**config.mk**
```make
export PLATFORM = sky130hd
export DESIGN_NAME = ppu_sprite_scan
export DESIGN_NICKNAME = d
export VERILOG_FILES = /design/src/rtl/ppu_pkg.sv /design/src/rtl/sprite_slot.sv /design/src/rtl/ppu_sprite_scan.sv
export SDC_FILE = /design/constraint.sdc
export NUM_CORES = 1
export LEC_CHECK = 0
export BUFFER_PORTS_ARGS = -buffer_cell sky130_fd_sc_hd__buf_2
export CAP_MARGIN = 0
export CORE_ASPECT_RATIO = 0.5
export CORE_UTILIZATION = 63
export DETAILED_ROUTE_END_ITERATION = 16
export GPL_TIMING_DRIVEN = 0
export HOLD_SLACK_MARGIN = 0.12
export PLACE_DENSITY = 0.81
export SLEW_MARGIN = 20
export SYNTH_ARGS = -nofsm -noshare
export SYNTH_HDL_FRONTEND = slang
export SYNTH_SLANG_ARGS = --single-unit
export TNS_END_PERCENT = 10
```
**constraint.sdc**
```tcl
create_clock -name clockgb -period 25.3 [get_ports clockgb]
set_input_delay 2.53 -clock clockgb [delete_from_list [all_inputs] [get_ports clockgb]]
set_output_delay 2.53 -clock clockgb [all_outputs]
set_load 0.01 [all_outputs]
```
**src/rtl/ppu_pkg.sv**
```systemverilog
// ppu_pkg: shared OAM entry layout, offsets, attribute bits and scan states for the sprite evaluator.
package ppu_pkg;
  typedef struct packed {
    logic [7:0] attr;
    logic [7:0] tile;
    logic [7:0] x;
    logic [7:0] y;
  } oam_entry_t;
  localparam logic [8:0] Y_OFFSET = 9'd16;
  localparam logic [8:0] X_OFFSET = 9'd8;
  localparam int ATTR_PAL = 4;
  localparam int ATTR_XFLIP = 5;
  localparam int ATTR_YFLIP = 6;
  localparam int ATTR_PRI = 7;
  typedef enum logic [1:0] {IDLE, SCAN, DONE} scan_state_t;
  function automatic logic [8:0] ext9(input logic [7:0] v);
    return {1'b0, v};
  endfunction
endpackage

```
**src/rtl/sprite_slot.sv**
```systemverilog
// sprite_slot: one line-buffer entry with its X-cover test and flipped column.
module sprite_slot
  import ppu_pkg::*;
(
  input  logic       clockgb,
  input  logic       reset,
  input  logic       clear,
  input  logic       load,
  input  logic [7:0] load_x,
  input  logic [7:0] load_tile,
  input  logic [2:0] load_row,
  input  logic       load_xflip,
  input  logic       load_pal,
  input  logic       load_pri,
  input  logic [7:0] query_x,
  output logic       covers,
  output logic [7:0] x,
  output logic [7:0] tile,
  output logic [2:0] row,
  output logic [2:0] col,
  output logic       pal,
  output logic       pri
);
  logic valid, xflip;
  logic [8:0] qx;
  always_ff @(posedge clockgb) begin
    if (reset || clear) begin
      valid <= 1'b0;
      x <= '0;
      tile <= '0;
      row <= '0;
      xflip <= 1'b0;
      pal <= 1'b0;
      pri <= 1'b0;
    end else if (load) begin
      valid <= 1'b1;
      x <= load_x;
      tile <= load_tile;
      row <= load_row;
      xflip <= load_xflip;
      pal <= load_pal;
      pri <= load_pri;
    end
  end
  // The +8 offset does not touch the low three bits, so the column needs only them.
  always_comb begin
    qx = ext9(query_x) + X_OFFSET;
    covers = valid && qx >= ext9(x) && qx < ext9(x) + X_OFFSET;
    col = (query_x[2:0] - x[2:0]) ^ {3{xflip}};
  end
endmodule

```
**src/rtl/ppu_sprite_scan.sv**
```systemverilog
// ppu_sprite_scan: per-line OAM scan into a sprite buffer plus registered per-pixel lookup.
// Define PPU_CGB_PRIORITY_EN for OAM-index-only priority instead of DMG x-then-index.
module ppu_sprite_scan
  import ppu_pkg::*;
#(
  parameter int SPRITE_COUNT = 40,
  parameter int MAX_PER_LINE = 10,
  parameter int IDX_W = 6,
  parameter int CNT_W = 4
) (
  input  logic             clockgb,
  input  logic             reset,
  input  logic             scan_start,
  input  logic [7:0]       line_y,
  input  logic             tall,
  output logic [IDX_W-1:0] oam_index,
  input  logic [31:0]      oam_entry,
  output logic             scan_busy,
  output logic             scan_done,
  output logic [CNT_W-1:0] sprite_count,
  output logic             overflow,
  input  logic [7:0]       query_x,
  output logic             hit,
  output logic [7:0]       hit_tile,
  output logic [2:0]       hit_row,
  output logic [2:0]       hit_col,
  output logic             hit_pal,
  output logic             hit_pri
);
  scan_state_t state;
  oam_entry_t e;
  logic issue_v, data_v, tall_q, y_match, found, show, w_pal, w_pri, unused_attr;
  logic [7:0] ly, w_x, w_tile;
  logic [8:0] ly16, ey, h;
  logic [3:0] r, row;
  logic [2:0] w_row, w_col;
  logic [MAX_PER_LINE-1:0] load, cov, s_pal, s_pri;
  logic [7:0] s_x [MAX_PER_LINE];
  logic [7:0] s_tile [MAX_PER_LINE];
  logic [2:0] s_row [MAX_PER_LINE];
  logic [2:0] s_col [MAX_PER_LINE];
  assign e = oam_entry_t'(oam_entry);
  assign unused_attr = ^e.attr[3:0];
  // Low nibble of line_y+16-y equals the nibble difference; h[3:0]-1 gives 15 or 7.
  always_comb begin
    ly16 = ext9(ly) + Y_OFFSET;
    ey = ext9(e.y);
    h = tall_q ? 9'd16 : 9'd8;
    y_match = state == SCAN && data_v && ly16 >= ey && ly16 < ey + h;
    r = ly[3:0] - e.y[3:0];
    row = e.attr[ATTR_YFLIP] ? h[3:0] - 4'd1 - r : r;
  end
  for (genvar k = 0; k < MAX_PER_LINE; k++) begin : g_slot
    assign load[k] = y_match && sprite_count == CNT_W'(k);
    sprite_slot u_slot (
      .clockgb(clockgb),
      .reset(reset),
      .clear(scan_start),
      .load(load[k]),
      .load_x(e.x),
      .load_tile(tall_q ? {e.tile[7:1], row[3]} : e.tile),
      .load_row(row[2:0]),
      .load_xflip(e.attr[ATTR_XFLIP]),
      .load_pal(e.attr[ATTR_PAL]),
      .load_pri(e.attr[ATTR_PRI]),
      .query_x(query_x),
      .covers(cov[k]),
      .x(s_x[k]),
      .tile(s_tile[k]),
      .row(s_row[k]),
      .col(s_col[k]),
      .pal(s_pal[k]),
      .pri(s_pri[k])
    );
  end
  // Slots fill in OAM order, so the lowest slot is also the lowest OAM index.
  always_comb begin
    found = 1'b0;
    w_x = '0;
    w_tile = '0;
    w_row = '0;
    w_col = '0;
    w_pal = 1'b0;
    w_pri = 1'b0;
    for (int k = 0; k < MAX_PER_LINE; k++) begin
`ifdef PPU_CGB_PRIORITY_EN
      if (cov[k] && !found) begin
`else
      if (cov[k] && (!found || s_x[k] < w_x)) begin
`endif
        found = 1'b1;
        w_x = s_x[k];
        w_tile = s_tile[k];
        w_row = s_row[k];
        w_col = s_col[k];
        w_pal = s_pal[k];
        w_pri = s_pri[k];
      end
    end
    show = found && state == IDLE && !scan_start;
  end
  always_ff @(posedge clockgb) begin
    if (reset) begin
      state <= IDLE;
      oam_index <= '0;
      issue_v <= 1'b0;
      data_v <= 1'b0;
      ly <= '0;
      tall_q <= 1'b0;
      scan_busy <= 1'b0;
      scan_done <= 1'b0;
      sprite_count <= '0;
      overflow <= 1'b0;
      hit <= 1'b0;
      hit_tile <= '0;
      hit_row <= '0;
      hit_col <= '0;
      hit_pal <= 1'b0;
      hit_pri <= 1'b0;
    end else begin
      scan_done <= 1'b0;
      hit <= show;
      hit_tile <= show ? w_tile : '0;
      hit_row <= show ? w_row : '0;
      hit_col <= show ? w_col : '0;
      hit_pal <= show && w_pal;
      hit_pri <= show && w_pri;
      if (scan_start) begin
        state <= SCAN;
        oam_index <= '0;
        issue_v <= 1'b1;
        data_v <= 1'b0;
        ly <= line_y;
        tall_q <= tall;
        scan_busy <= 1'b1;
        sprite_count <= '0;
        overflow <= 1'b0;
      end else begin
        case (state)
          SCAN: begin
            data_v <= issue_v;
            if (issue_v && oam_index == IDX_W'(SPRITE_COUNT - 1)) issue_v <= 1'b0;
            else if (issue_v) oam_index <= oam_index + 1'b1;
            if (y_match && sprite_count == CNT_W'(MAX_PER_LINE)) overflow <= 1'b1;
            else if (y_match) sprite_count <= sprite_count + 1'b1;
            if (data_v && !issue_v) begin
              state <= DONE;
              scan_done <= 1'b1;
              scan_busy <= 1'b0;
            end
          end
          DONE: state <= IDLE;
          default: state <= IDLE;
        endcase
      end
    end
  end
endmodule

```
==> results of run 1 <==
==> cells by family after synthesis <==
logic type                 count (synthesis)  share of synthesized area, %
adders and majority gates                247                          17.0
DFF                                      273                          29.3
buffers and inverters                    298                          6.20
muxes                                     85                          4.94
xor gates and xnor gates                  92                          4.31
and+or+nand+nor                          827                          18.7
AOI/OAI and AO/OA                        615                          19.6
==> cell usage in the layout (no fill, tap or decap), drive strengths merged, types with 4 or more instances in the layout <==
master | synthesis | routed
or2 | 7 | 7
a21oi | 337 | 337
and2 | 10 | 10
a211oi | 36 | 36
and3 | 7 | 7
o211ai | 12 | 12
o2111ai | 4 | 4
a2111oi | 10 | 10
nand3 | 63 | 63
ha | 234 | 234
nand2 | 526 | 526
nor2b | 22 | 22
nand4 | 14 | 14
inv | 166 | 166
o21a | 15 | 15
mux2 | 51 | 51
mux2i | 34 | 34
clkinv | 0 | 6
dfxtp | 273 | 273
o31ai | 4 | 4
nor2 | 116 | 116
nand2b | 30 | 30
xnor2 | 68 | 68
clkbuf | 115 | 147
o21ai | 90 | 90
o22ai | 14 | 14
a21o | 49 | 49
nor3 | 22 | 22
fa | 12 | 12
xor2 | 24 | 24
a211o | 4 | 4
a31oi | 8 | 8
buf | 17 | 80
==> per-layer routing <==
layer | vias up | track usage, % | wire length, microns
li1 | 8509 | - | -
met1 | 8467 | 49.6 | 23800
met2 | 932 | 58.6 | 24500
met3 | 136 | 6.10 | 5880
met4 | 0 | 10.9 | 1640
met5 | - | 0 | 0
==> how the worst max path moves through the flow <==
stage	startpoint	endpoint	slack [ns]
3_5_place_dp	query_x[3]	hit_tile[0]$_SDFF_PP0_	0.15
5_1_grt	query_x[3]	hit_col[0]$_SDFF_PP0_	-0.007
2_1_floorplan	query_x[3]	hit_row[0]$_SDFF_PP0_	4.11
3_3_place_gp	query_x[5]	hit_col[1]$_SDFF_PP0_	-0.71
4_1_cts	query_x[3]	hit_tile[0]$_SDFF_PP0_	0.62
6_report	query_x[3]	hit_tile[5]$_SDFF_PP0_	1.49
==> power by group <==
part           total, mW  leakage, nW  internal [mW]  switching, mW
sequential         0.432         2.20          0.431        0.00122
combinational      0.101         5.12         0.0359         0.0647
clock              0.396        0.400          0.219          0.177
==> through the flow <==
stage	utilization [%]	power (mW)
2_1_floorplan	-	0.502
3_3_place_gp	67.0	0.531
4_1_cts	70.3	0.924
5_1_grt	70.5	0.954
3_5_place_dp	67.4	0.538
6_report	70.5	0.929
==> critical path, delay by kind of cell <==
| family | cells | cell delay, ns |
|---|---|---|
| AO/OA/AOI/OAI | 45 | 8.44 |
| buffers and inverters | 22 | 5.16 |
| AND/OR/NAND/NOR | 18 | 3.16 |
| adder cells (fa/ha/maj) | 11 | 3.02 |
| multiplexers | 4 | 1.43 |
| XOR/XNOR | 1 | 0.46 |
==> synth_stat cells (13+ instances only) <==
| cell | instances | area (sq um) |
|---|---|---|
| nand3_1 | 63 | 315 |
| nand2_1 | 526 | 1970 |
| xor2_1 | 24 | 210 |
| xnor2_1 | 68 | 596 |
| clkbuf_1 | 115 | 432 |
| a21o_1 | 49 | 368 |
| mux2_2 | 48 | 541 |
| o21a_1 | 15 | 113 |
| dfxtp_1 | 273 | 5470 |
| a21oi_1 | 337 | 1690 |
| nor2b_1 | 22 | 138 |
| a211oi_1 | 35 | 263 |
| ha_1 | 234 | 2930 |
| o22ai_1 | 13 | 81.3 |
| o21ai_0 | 87 | 435 |
| nand2b_1 | 30 | 188 |
| inv_1 | 166 | 623 |
| nor3_1 | 22 | 110 |
| nor2_1 | 116 | 435 |
| mux2i_1 | 34 | 340 |
| nand4_1 | 14 | 87.6 |
==> state kept, by name, indices dropped and copies added (netlist names), 4 cells and up <==
name / flops
g_slot.u_slot.pri: 10
g_slot.u_slot.x: 80
g_slot.u_slot.tile: 80
hit_tile: 8
g_slot.u_slot.xflip: 10
g_slot.u_slot.row: 30
ly: 8
sprite_count: 4
g_slot.u_slot.pal: 10
oam_index: 6
g_slot.u_slot.valid: 10
==> layout make-up <==
cell class / count / area [sq um] / area share [%]
Multi-Input combinational cell: 1866 / 12200 / 59.4
Timing Repair Buffer: 63 / 367 / 1.79
Sequential cell: 273 / 5470 / 26.7
Clock inverter: 11 / 131 / 0.642
Buffer: 132 / 542 / 2.65
Inverter: 166 / 623 / 3.04
Clock buffer: 32 / 704 / 3.44
Tap cell: 391 / 489 / 2.39
==> metrics.txt, run 1 <==
status=finished, final reports clean; routed len/inst=19.0 microns; reg2reg path depth=100; # fillers=2383; syn nets=2735; Synth Instances=2437; Critical Path Source Type=input pin; final wirelength=55.8 mm; hold depth=2; min-delay src=g_slot[6].u_slot.tile[7]$_SDFFE_PP0P_; fmax=42.0 MHz; CP arrival=24.23 ns; grt total ovfl=0; worst setup margin=1.49 ns; Clk Latency, worst-skew pair=0.55 ns; CTS tree=done; Slew Viols, Final=0; RR Endpoint=hit_tile[5]$_SDFF_PP0_; worst vdd ir=0.0000490 V; ys flop type=dfxtp_1; Fin. Hold Viols=0; measured slew at the worst slew-check pin=1.21 ns; Slowest-stage cell, CP=a2111oi_0; CP Data Required Time=25.72 ns; endpoints failing setup=0; EDFF count, synth=0; Post-CTS Resized=0; vias per cell=6.15; Rows=44; first-pass GRT wire length=86.2 mm; Die H=124 microns; fraction of layout cells with a size suffix above 1=7.79%; Final Wtd Congestion=0.958; DR DRC count=0; initial antenna violation count=0; TritonCTS Buffers=26; Critical Path Most Common Cell=a21o_1; largest net degree at the start of global routing=21; core area=0.0291 sq mm; Avg Cell Area, Syn=7.67 sq um; part of the cycle the worst path needs=94.1%; Post-Layout Cell Count=2934; Setup WS pre-CTS=0.153 ns; Critical Path Sink Type=register; CTS Sinks=273; Synth Register Bits=273; DRT iter0 DRCs=2084; DP Wirelength=42.5 mm; Max Cap Viol=0; clk buf depth=3; asr flop ratio synth=0%; Tmin final=23.81 ns; Clock Skew=0.0164 ns; hold slack=0.455 ns; Placed Instances=2891; worst-path maximum fanout=10; post-route ant nets=0; Overall Global Routing Usage=36.2%; I/O pin cnt=82; Post-DP Area=0.0196 sq mm; # Post-CTS Setup Buffers=0; reg-to-reg startpoint=g_slot[0].u_slot.x[5]$_SDFFE_PP0P_; via count=18000; final instance area=0.0205 sq mm; worst min path class=register to register; peak per-stage delay on the critical path=0.56 ns; Layout Nets=2826; vias in the first global route=16100; die width=246 microns; reg2reg setup slack=3.33 ns; antenna cell count=0; PwrDens=45.3 mW/mm^2; die area=0.0304 sq mm; # port buffers=59; synth warn=0; initial core utilization=64.3%; post-synthesis cell type count=76; htree depth=1; Initial DRT Pass Iterations=5; clock-pin slew on the worst setup and hold paths=0.07 ns; WS Path Type=input pin to register; hold-fix buffers at CTS=0; Synth-to-Final Area Change=9.62%; Slew Limit Headroom=19.1%; hold endpoint=g_slot[6].u_slot.tile[7]$_SDFFE_PP0P_; setup TNS=0 ns; Mapped Area=0.0187 sq mm; sequential share of the synthesized area=29.3%; Pleak=7.72 nW; CTS Root Buffer Type=clkbuf_16
Power figures use the tool's default switching activity.
==> inputs of run 2 (changes only) <==
CORE_UTILIZATION = 40   (was 63)
PLACE_DENSITY = default   (was 0.81)
PLACE_DENSITY_LB_ADDON = 0.2   (was default)
==> run 2 against run 1 <==
Effect of this change: sequential share of layout area down 0.58 points; cell count up 8.3%; count of clock-buffer cells in the layout up 6; utilization down 25 points; critical path depth down 5; via count down 4.7%; first-iteration DRC count down 29%; global-route usage down 11 points; critical endpoint is now hit_tile[4]$_SDFF_PP0_; largest cell class unchanged; largest power group is now clock; highest routed layer unchanged.
==> metrics.txt, run 2 (synthesis results as in run 1) <==
status=finished, final reports clean; peak per-stage delay on the critical path=0.56 ns; Slew Viols, Final=0; Rows=55; via count=17200; Synth-to-Final Area Change=12.0%; final instance area=0.0209 sq mm; PwrDens=47.3 mW/mm^2; # Post-CTS Setup Buffers=0; final wirelength=60.5 mm; fmax=42.2 MHz; worst-path maximum fanout=20; CP arrival=24.16 ns; hold-fix buffers at CTS=0; RSZ-0062 raised after global routing=false; die width=308 microns; # port buffers=59; most common cell after layout, fill and taps aside=nand2_1; Layout Nets=2829; clock-pin slew on the worst setup and hold paths=0.07 ns; worst vdd ir=0.0000585 V; Max Cap Viol=0; hold slack=0.453 ns; part of the cycle the worst path needs=93.8%; worst min path class=register to register; endpoints failing setup=0; Post-DP Area=0.0199 sq mm; I/O pin cnt=82; Die H=155 microns; Initial DRT Pass Iterations=6; Slew Limit Headroom=16.9%; clk buf depth=3; TritonCTS Buffers=28; DR DRC count=0; measured slew at the worst slew-check pin=1.25 ns; Pleak=7.81 nW; CTS Root Buffer Type=clkbuf_16; antenna cell count=0; die area=0.0476 sq mm; Largest regs=g_slot.u_slot.tile x80, g_slot.u_slot.x x80, g_slot.u_slot.row x30; Critical Path Most Common Cell=ha_1; CTS tree=done; routed len/inst=19.0 microns; CTS Sinks=273; post-route ant nets=0; CP Data Required Time=25.74 ns; fraction of layout cells with a size suffix above 1=8.24%; vias per cell=5.41; Slowest-stage cell, CP=a2111oi_0; Critical Path Source Type=input pin; core area=0.0456 sq mm; Fin. Hold Viols=0; initial antenna violation count=0; most frequent cells in the layout=526 x nand2_1, 336 x a21oi_1, 273 x dfxtp_1, 233 x ha_1, 166 x inv_1; Critical Path Sink Type=register; WS Path Type=input pin to register; Clk Latency, worst-skew pair=0.57 ns; initial core utilization=40.9%; vias in the first global route=15900; Final Wtd Congestion=0.900; largest net degree at the start of global routing=21; htree depth=1; Tmin final=23.72 ns; Clock Skew=0.0138 ns; DP Wirelength=46.8 mm; Overall Global Routing Usage=25.3%; grt total ovfl=0; DRT iter0 DRCs=1476; first-pass GRT wire length=93.9 mm
==> run 2: area by class of cell <==
cell class	count	area, sq um
Inverter	166	623
Timing Repair Buffer	64	380
Fill cell	4612	24700
Buffer	132	546
Clock inverter	11	168
Tap cell	627	785
Multi-Input combinational cell	1866	12100
Clock buffer	38	820
Sequential cell	273	5470
==> run 2: timing repair <==
action / in CTS / in global routing
hold endpoints to repair: 0 / 0
endpoints found under the setup margin: 0 / 16
resized for setup: 0 / 15
==> run 2: where the power goes <==
| part | switching [mW] | total [mW] | internal (mW) |
|---|---|---|---|
| Clock | 0.189 | 0.457 | 0.267 |
| Sequential | 0.00119 | 0.432 | 0.431 |
| Combinational | 0.0648 | 0.101 | 0.0357 |
==> run 2: critical path: cells and delay by family <==
kind / cells / cell delay, ns
buffers and inverters: 24 / 5.83
adders and majority gates: 10 / 3.02
muxes: 4 / 1.42
AOI/OAI and AO/OA: 42 / 8.72
and+or+nand+nor: 16 / 2.54
==> run 2: routing by layer <==
layer,track usage [%],share of wire [%]
met5,0,0
met1,36.8,48
met4,4.88,1.8
met3,2.86,6.4
met2,40.0,43
==> run 2: worst paths after layout <==
check,startpoint,endpoint,slack (ns),cells past startpoint
setup / recovery,query_x[3],hit_tile[4]$_SDFF_PP0_,1.58,96
hold / removal,g_slot[7].u_slot.pri$_SDFFE_PP0P_,g_slot[7].u_slot.pri$_SDFFE_PP0P_,0.45,2
setup reg to reg,g_slot[0].u_slot.x[5]$_SDFFE_PP0P_,hit_tile[4]$_SDFF_PP0_,3.31,98
hold reg to reg,g_slot[7].u_slot.pri$_SDFFE_PP0P_,g_slot[7].u_slot.pri$_SDFFE_PP0P_,0.45,2
==> run 2: through the flow <==
| step | power, mW | std cells | worst slack [ns] | utilization (%) | TNS [ns] |
|---|---|---|---|---|---|
| floorplan | 0.502 | 2437 | 4.11 | - | 0 |
| global route | 1.02 | 3177 | 0.0536 | 45.9 | 0 |
| global placement | 0.535 | 3123 | -1.51 | 43.3 | -22.84 |
| finish | 0.989 | 3177 | 1.58 | 45.9 | 0 |
| detailed placement | 0.541 | 3128 | -0.402 | 43.7 | -4.67 |
| CTS | 0.994 | 3177 | 0.0925 | 45.8 | 0 |
